`config.mk`:
```
export PLATFORM = sky130hd
export DESIGN_NAME = acc_frame_sampler
export DESIGN_NICKNAME = d
export VERILOG_FILES = /design/src/rtl/acc_pkg.sv /design/src/rtl/acc_sum_fifo.sv /design/src/rtl/acc_frame_sampler.sv
export SDC_FILE = /design/constraint.sdc
export NUM_CORES = 1
export LEC_CHECK = 0
export ABC_AREA = 1
export CORE_MARGIN = 1.5
export CORE_UTILIZATION = 49
export CTS_CLUSTER_SIZE = 8
export DETAILED_ROUTE_END_ITERATION = 12
export PLACE_DENSITY = 0.77
export SKIP_CTS_REPAIR_TIMING = 1
export SLEW_MARGIN = 40
export SYNTH_ARGS = -nofsm -noshare
export SYNTH_HDL_FRONTEND = slang
export SYNTH_HIERARCHICAL = 1
export SYNTH_SLANG_ARGS = --single-unit
```
`constraint.sdc`:
```
create_clock -name clk -period 5.42 [get_ports clk]
set_input_delay 1.084 -clock clk [delete_from_list [all_inputs] [get_ports clk]]
set_output_delay 1.084 -clock clk [all_outputs]
set_load 0.01 [all_outputs]
```
`src/rtl/acc_pkg.sv`:
```
// Shared defaults and FSM state type for the accumulator frame sampler.
package acc_pkg;

    localparam int unsigned ACC_W_DEF      = 15;
    localparam int unsigned FRAME_LEN_DEF  = 10;
    localparam int unsigned FIFO_DEPTH_DEF = 2;

    typedef enum logic {
        ST_IDLE = 1'b0,
        ST_RUN  = 1'b1
    } state_t;

endpackage

```
`src/rtl/acc_sum_fifo.sv`:
```
// Synchronous result FIFO: push side is fire-and-forget, pop side is valid/ready.
// A push into a full FIFO is accepted only when a pop happens in the same cycle.
module acc_sum_fifo #(
    parameter int unsigned W     = 15,
    parameter int unsigned DEPTH = 2
) (
    input  logic         clk,
    input  logic         rst,
    input  logic         i_push,
    input  logic [W-1:0] i_data,
    input  logic         i_ready,
    output logic [W-1:0] o_data,
    output logic         o_full,
    output logic         o_empty
);

    localparam int unsigned AW = (DEPTH > 1) ? $clog2(DEPTH) : 1;

    logic [W-1:0] r_mem [DEPTH];
    logic [AW:0]  r_wr_ptr;
    logic [AW:0]  r_rd_ptr;
    logic         w_full;
    logic         w_empty;
    logic         w_pop;
    logic         w_push;

    // Extra pointer MSB distinguishes full from empty when the indices match.
    assign w_empty = (r_wr_ptr == r_rd_ptr);
    assign w_full  = (r_wr_ptr[AW] != r_rd_ptr[AW]) &&
                     (r_wr_ptr[AW-1:0] == r_rd_ptr[AW-1:0]);
    assign w_pop   = !w_empty && i_ready;
    assign w_push  = i_push && (!w_full || w_pop);

    always_ff @(posedge clk) begin
        if (rst) begin
            r_wr_ptr <= '0;
            r_rd_ptr <= '0;
            for (int i = 0; i < int'(DEPTH); i++) begin
                r_mem[i] <= '0;
            end
        end else begin
            if (w_push) begin
                r_mem[r_wr_ptr[AW-1:0]] <= i_data;
                r_wr_ptr                <= r_wr_ptr + (AW+1)'(1);
            end
            if (w_pop) begin
                r_rd_ptr <= r_rd_ptr + (AW+1)'(1);
            end
        end
    end

    assign o_data  = r_mem[r_rd_ptr[AW-1:0]];
    assign o_full  = w_full;
    assign o_empty = w_empty;

endmodule

```
`src/rtl/acc_frame_sampler.sv`:
```
// Samples a free-running accumulator every FRAME_LEN cycles and buffers the
// per-frame difference (modular) for a valid/ready consumer.
module acc_frame_sampler
    import acc_pkg::*;
#(
    parameter int unsigned ACC_W      = ACC_W_DEF,
    parameter int unsigned FRAME_LEN  = FRAME_LEN_DEF,
    parameter int unsigned FIFO_DEPTH = FIFO_DEPTH_DEF
) (
    input  logic             clk,
    input  logic             rst,
    input  logic [ACC_W-1:0] acc_in,
    input  logic             start,
    input  logic             stop,
    input  logic             clr_ovr,
    output logic [ACC_W-1:0] sum_out,
    output logic             sum_valid,
    input  logic             sum_ready,
    output logic             busy,
    output logic             overrun
);

    localparam int unsigned CNT_W = $clog2(FRAME_LEN + 1);

    state_t             r_state;
    state_t             w_next_state;
    logic [CNT_W-1:0]   r_cnt;
    logic [ACC_W-1:0]   r_base;
    logic               r_overrun;
    logic               w_boundary;
    logic               w_drop;
    logic               w_full;
    logic               w_empty;
    logic [ACC_W-1:0]   w_diff;
    logic [ACC_W-1:0]   w_head;

    // Modular subtraction keeps the frame sum exact across upstream wrap.
    assign w_diff = acc_in - r_base;

    always_ff @(posedge clk) begin
        if (rst) begin
            r_state <= ST_IDLE;
        end else begin
            r_state <= w_next_state;
        end
    end

    always_comb begin
        w_next_state = r_state;
        w_boundary   = 1'b0;
        case (r_state)
            ST_IDLE: begin
                if (start) begin
                    w_next_state = ST_RUN;
                end
            end
            ST_RUN: begin
                w_boundary = (r_cnt == CNT_W'(FRAME_LEN));
                if (stop) begin
                    w_next_state = ST_IDLE;
                end
            end
            default: w_next_state = ST_IDLE;
        endcase
    end

    // A boundary result is lost only if the buffer stays full this cycle.
    assign w_drop = w_boundary && w_full && !(!w_empty && sum_ready);

    always_ff @(posedge clk) begin
        if (rst) begin
            r_cnt     <= '0;
            r_base    <= '0;
            r_overrun <= 1'b0;
        end else begin
            if (r_state == ST_IDLE) begin
                if (start) begin
                    r_base <= acc_in;
                    r_cnt  <= CNT_W'(1);
                end
            end else if (stop) begin
                r_cnt <= '0;
            end else if (w_boundary) begin
                r_base <= acc_in;
                r_cnt  <= CNT_W'(1);
            end else begin
                r_cnt <= r_cnt + CNT_W'(1);
            end

            if (w_drop) begin
                r_overrun <= 1'b1;
            end else if (clr_ovr) begin
                r_overrun <= 1'b0;
            end
        end
    end

    acc_sum_fifo #(
        .W     (ACC_W),
        .DEPTH (FIFO_DEPTH)
    ) u_fifo (
        .clk     (clk),
        .rst     (rst),
        .i_push  (w_boundary),
        .i_data  (w_diff),
        .i_ready (sum_ready),
        .o_data  (w_head),
        .o_full  (w_full),
        .o_empty (w_empty)
    );

    assign sum_out   = w_head;
    assign sum_valid = !w_empty;
    assign busy      = (r_state == ST_RUN);
    assign overrun   = r_overrun;

endmodule

```
; ---- Yosys cells after proc, flatten, opt, wreduce, memory -nomap -nowiden
; Memory sizes are Yosys's and may differ from the RTL's. A register that Yosys moved wholly into a read port is not among the register bits.
; Cells that the tools add are included.
[totals]
ram_bits = 30
input_bits = 21
mem_count = 1
regBits = 25
[op_classes]
eq_ne = 6
n_bitwise = 1
add_sub_neg = 4
muxes = 24
n_reduce_logical = 13
[memory_table]
columns = name, words, word_bits, read_ports, rd_clocked_by_memory_dff, write_ports, line_no
row1 = u_fifo.r_mem, 2, 15, 1, 1, 2, acc_sum_fifo.sv:19  ; logic [W-1:0] r_mem [DEPTH];
[op_table]
columns = operator, count
row1 = $mux W15, 5
row2 = $mux W4, 4
row3 = $reduce_or A15 Y1, 1
row4 = $sub A15 B15 Y15, 1
row5 = $mux W1, 14
row6 = $logic_and A1 B1 Y1, 5
row7 = $add A2 B1 Y2 const B, 2
row8 = $add A4 B1 Y4 const B, 1
row9 = $eq A4 B4 Y1 const B, 1
row10 = $reduce_bool A2 Y1, 2
row11 = $logic_not A1 Y1, 3
row12 = $reduce_and A3 Y1, 1
row13 = $eq A2 B2 Y1, 1
row14 = $ne A2 B1 Y1 const B, 1
row15 = $ne A2 B2 Y1 const B, 1
row16 = $pmux W1 S2, 1
row17 = $eq A1 B1 Y1, 1
row18 = $logic_or A1 B1 Y1, 1
row19 = $ne A1 B1 Y1, 1
row20 = $not A1 Y1, 1

; ---- Depth between registers and ports, before layout
[depth]
word_depth = 10
mapped_depth = 12

; ---- Cells and area by module
; The synthesis kept the hierarchy.
[modules_own_cells]
columns = mod, area_each_um2, cells_per_inst, seq_area_each_um2, n_inst
row1 = acc_frame_sampler, 1757.9, 285, 420.4, 1
row2 = acc_sum_fifo, 1596.5, 137, 1001.0, 1

; ---- Worst setup path after synthesis
; Ideal clock, no wire load.
[synth_path]
kind = input port to flip-flop
startpoint = input port acc_in[0]
endpoint = memory u_fifo.r_mem[1][12] (data pin)
slack_ns = 2.885
n_path_buf = 0
setup_time_ns = 0.254
t_required_ns = 5.166
stages = 9
arrival_time_ns = 2.281
path_cell_list = inv_1 -> ha_1 -> fa_1 -> o21bai_1 -> nand2_1 -> nand4_1 -> nand2_1 -> inv_1 -> nor2_1
[synth_rtl]
columns = element, line_no
row1 = from (decl), acc_frame_sampler.sv:12  ; input logic [ACC_W-1:0] acc_in,
row2 = to (decl), acc_sum_fifo.sv:19

==> metrics.txt <==
result of the run finished clean; largest net degree at the start of global routing 30; net switching fraction of the power 0.3189; post-DR wirelength/cell 11.61 um; data arrival time of the critical path slightly below 2000 ps; largest incremental delay on the critical path ~750 ps; skew final 7.841 ps; placer congestion estimate 0.8336; crit path kind reg -> out; initial cell density of the core 0.5165; Post-Synthesis Cells ~420; synthesis-to-layout area growth 14.99%; mean post-synth cell area 7.949 sq um; total cell area at the placement stage approximately 3800 sq um; sequential area share after synthesis 0.4237; proportion of power drawn by flip-flops and latches 0.497; type of the most critical hold path reg -> reg; worst-skew pair later-pin latency between 300 and 400 ps; utilization after layout 0.5939; DRC errors left 0; Die Area 7351 sq um; routed via count about 2700; Max Cap Violations 0; number of antenna violations at the first check in global routing 0; global-route congestion overflow total 0; final slew viol count 0; Final #Nets 496; count of input and output buffers 38; final cell area excluding filler cells 3857 sq um; clk buf depth 2; most frequent standard cell in the layout excluding fill and tap cells sky130_fd_sc_hd__nand2_1; ordered list of cells on the worst path mux2_2 > clkdlybuf4s50_1; overall fraction of global-route tracks in use 0.1815; leakage power figure 1.785 nW; placed cell count 528; fillcell total approximately 580; category of the worst setup path capture point output port; Syn. warnings 6; areal power density over the cells roughly 250 nW/um^2; post-DR vias/cell 5.045; part of the total power dissipated in combinational logic 0.256; post-detail-place hpwl 4798 um; final non-filler cell total approximately 540; number of distinct library cells after synthesis 28; critical path data required time 4340 ps; number of nets with antenna violations after detailed routing 0; Net Sw Power 0.3039 mW; cell at the slowest stage of the critical path sky130_fd_sc_hd__dfxtp_1; setup TNS after final layout 0 ps; commonest cells after routing, fill and taps aside 100 x sky130_fd_sc_hd__nand2_1, 84 x sky130_fd_sc_hd__inv_1, 44 x sky130_fd_sc_hd__nor2_1, 38 x sky130_fd_sc_hd__clkdlybuf4s50_1, 30 x sky130_fd_sc_hd__edfxtp_1; wire length of the first global-routing pass between 10000 and 15000 um; power consumption between 0.9 and 1 mW; maximum fanout along the worst path 15; TritonCTS clock tree built; layout cell share with drive strength beyond 1 0.08715; clock transition at the registers of the reported paths 100 ps; crit start category register; Least-Margin Pin Slew 689.9 ps; power share of the clock group 0.247; Max rail drop VDD 0.0001360 V; number of top-level pins 39; height of the die 85.74 um; number of iterations in the first detailed-routing pass 4; wirelength, routed between 6000 and 7000 um; Max Freq about 0.33 GHz; Clock Root Buffer sky130_fd_sc_hd__clkbuf_8; vias in the first global route 2499; count of inserted antenna diode cells 0; Final min period 3045 ps; RSZ-0062 raised after global routing false; final clock period utilization by the worst path 0.5618; First DRT Iteration DRCs 129; Worst slew margin 0.5389; total internal power between 0.6 and 0.7 mW; total number of H-tree levels 2; setup-violating endpoint count in the final report 0; area of the mapped netlist 3354 sq um; Rows 29; die width 85.74 um; post-synthesis net count 460; flip-flop and latch count after synthesis 56; count of clock tree sinks 56; Inserted Clock Buffers 5; Final Hold Fails 0; area of the placeable core 6495 sq um
[worst max-delay path, delay by kind of cell, from the launching register on]
family	cells	cell delay, ps
DFF	1	750
buffers and inverters	1	480
muxes	1	420
[logic make-up after synthesis]
kind of cell | share of synthesized area
XOR/XNOR | 0.02611
AND/OR/NAND/NOR | 0.2316
buffers and inverters | 0.1149
adder cells (fa/ha/maj) | 0.06565
AO/OA/AOI/OAI | 0.08765
flip-flops | 0.4237
multiplexers | 0.05035
[registers in the layout, summed over array words and instances, names as in the netlist, named ones only]
signal and cells:
busy 1, overrun 1, r_base 15, r_cnt 4, u_fifo/r_mem 30, u_fifo/r_rd_ptr 2
u_fifo/r_wr_ptr 2
[per-stage QoR]
step	setup WS, ps	hold WS, ps
finish	2375	462.5
global route	2268	485.5
CTS	2327	465.7
detailed placement	2055	450.1
global placement	2161	445.3
floorplan	2885	433.7
[power by group through the flow]
stage,Sequential (mW),Clock [mW],Combinational (mW)
4_1_cts,0.474,0.238,0.244
3_5_place_dp,0.483,0,0.242
3_3_place_gp,0.482,0,0.235
6_report,0.473,0.235,0.244
5_1_grt,0.476,0.254,0.279
2_1_floorplan,0.481,0,0.179
[metal layers]
layer | up-vias | wire length [um] | GRT usage | part of all wire
met2 | 51 | 3022 | 0.3207 | 0.49
li1 | 1401 | - | - | -
met1 | 1243 | 2899 | 0.2271 | 0.47
met3 | 9 | 183 | 0.02502 | 0.029
met4 | 0 | 120 | 0.06452 | 0.019
met5 | - | 0 | 0 | 0
[final timing paths]
kind	start	endpoint	slack, ps	cells after the start
min	r_base[4]	r_base[4]	460	2
max reg2reg	r_cnt[0]	u_fifo/r_mem[0][8]	3140	8
min reg2reg	r_base[4]	r_base[4]	460	2
max	register	sum_out[12]	2380	2
[synthesized netlist by cell type, drive strengths merged]
cell,n,area [sq um]
nand2,102,385.4
inv,85,319.1
nor2,49,196.4
a21oi,32,201.4
edfxtp,30,900.9
dfxtp,26,520.5
nand3,21,117.6
o21ai,17,85.08
ha,16,200.2
mux2,15,168.9
xor2,7,61.31
buf,6,55.05
nand4,5,61.31
clkbuf,3,11.26
xnor2,3,26.28
nor3,2,10.01
and2,1,6.260
fa,1,20.02
o21bai,1,7.510
[cell type report]
type                            count  area [sq um]  area share
Tap cell                           77         96.34     0.02498
Sequential cell                    56          1421      0.3685
Inverter                           85         319.1     0.08271
Clock inverter                      3         21.27    0.005514
Timing Repair Buffer               38         380.4     0.09861
Multi-Input combinational cell    272          1550      0.4019
Clock buffer                        5         68.82     0.01784
Note: power is estimated with default switching activity, not from simulation.
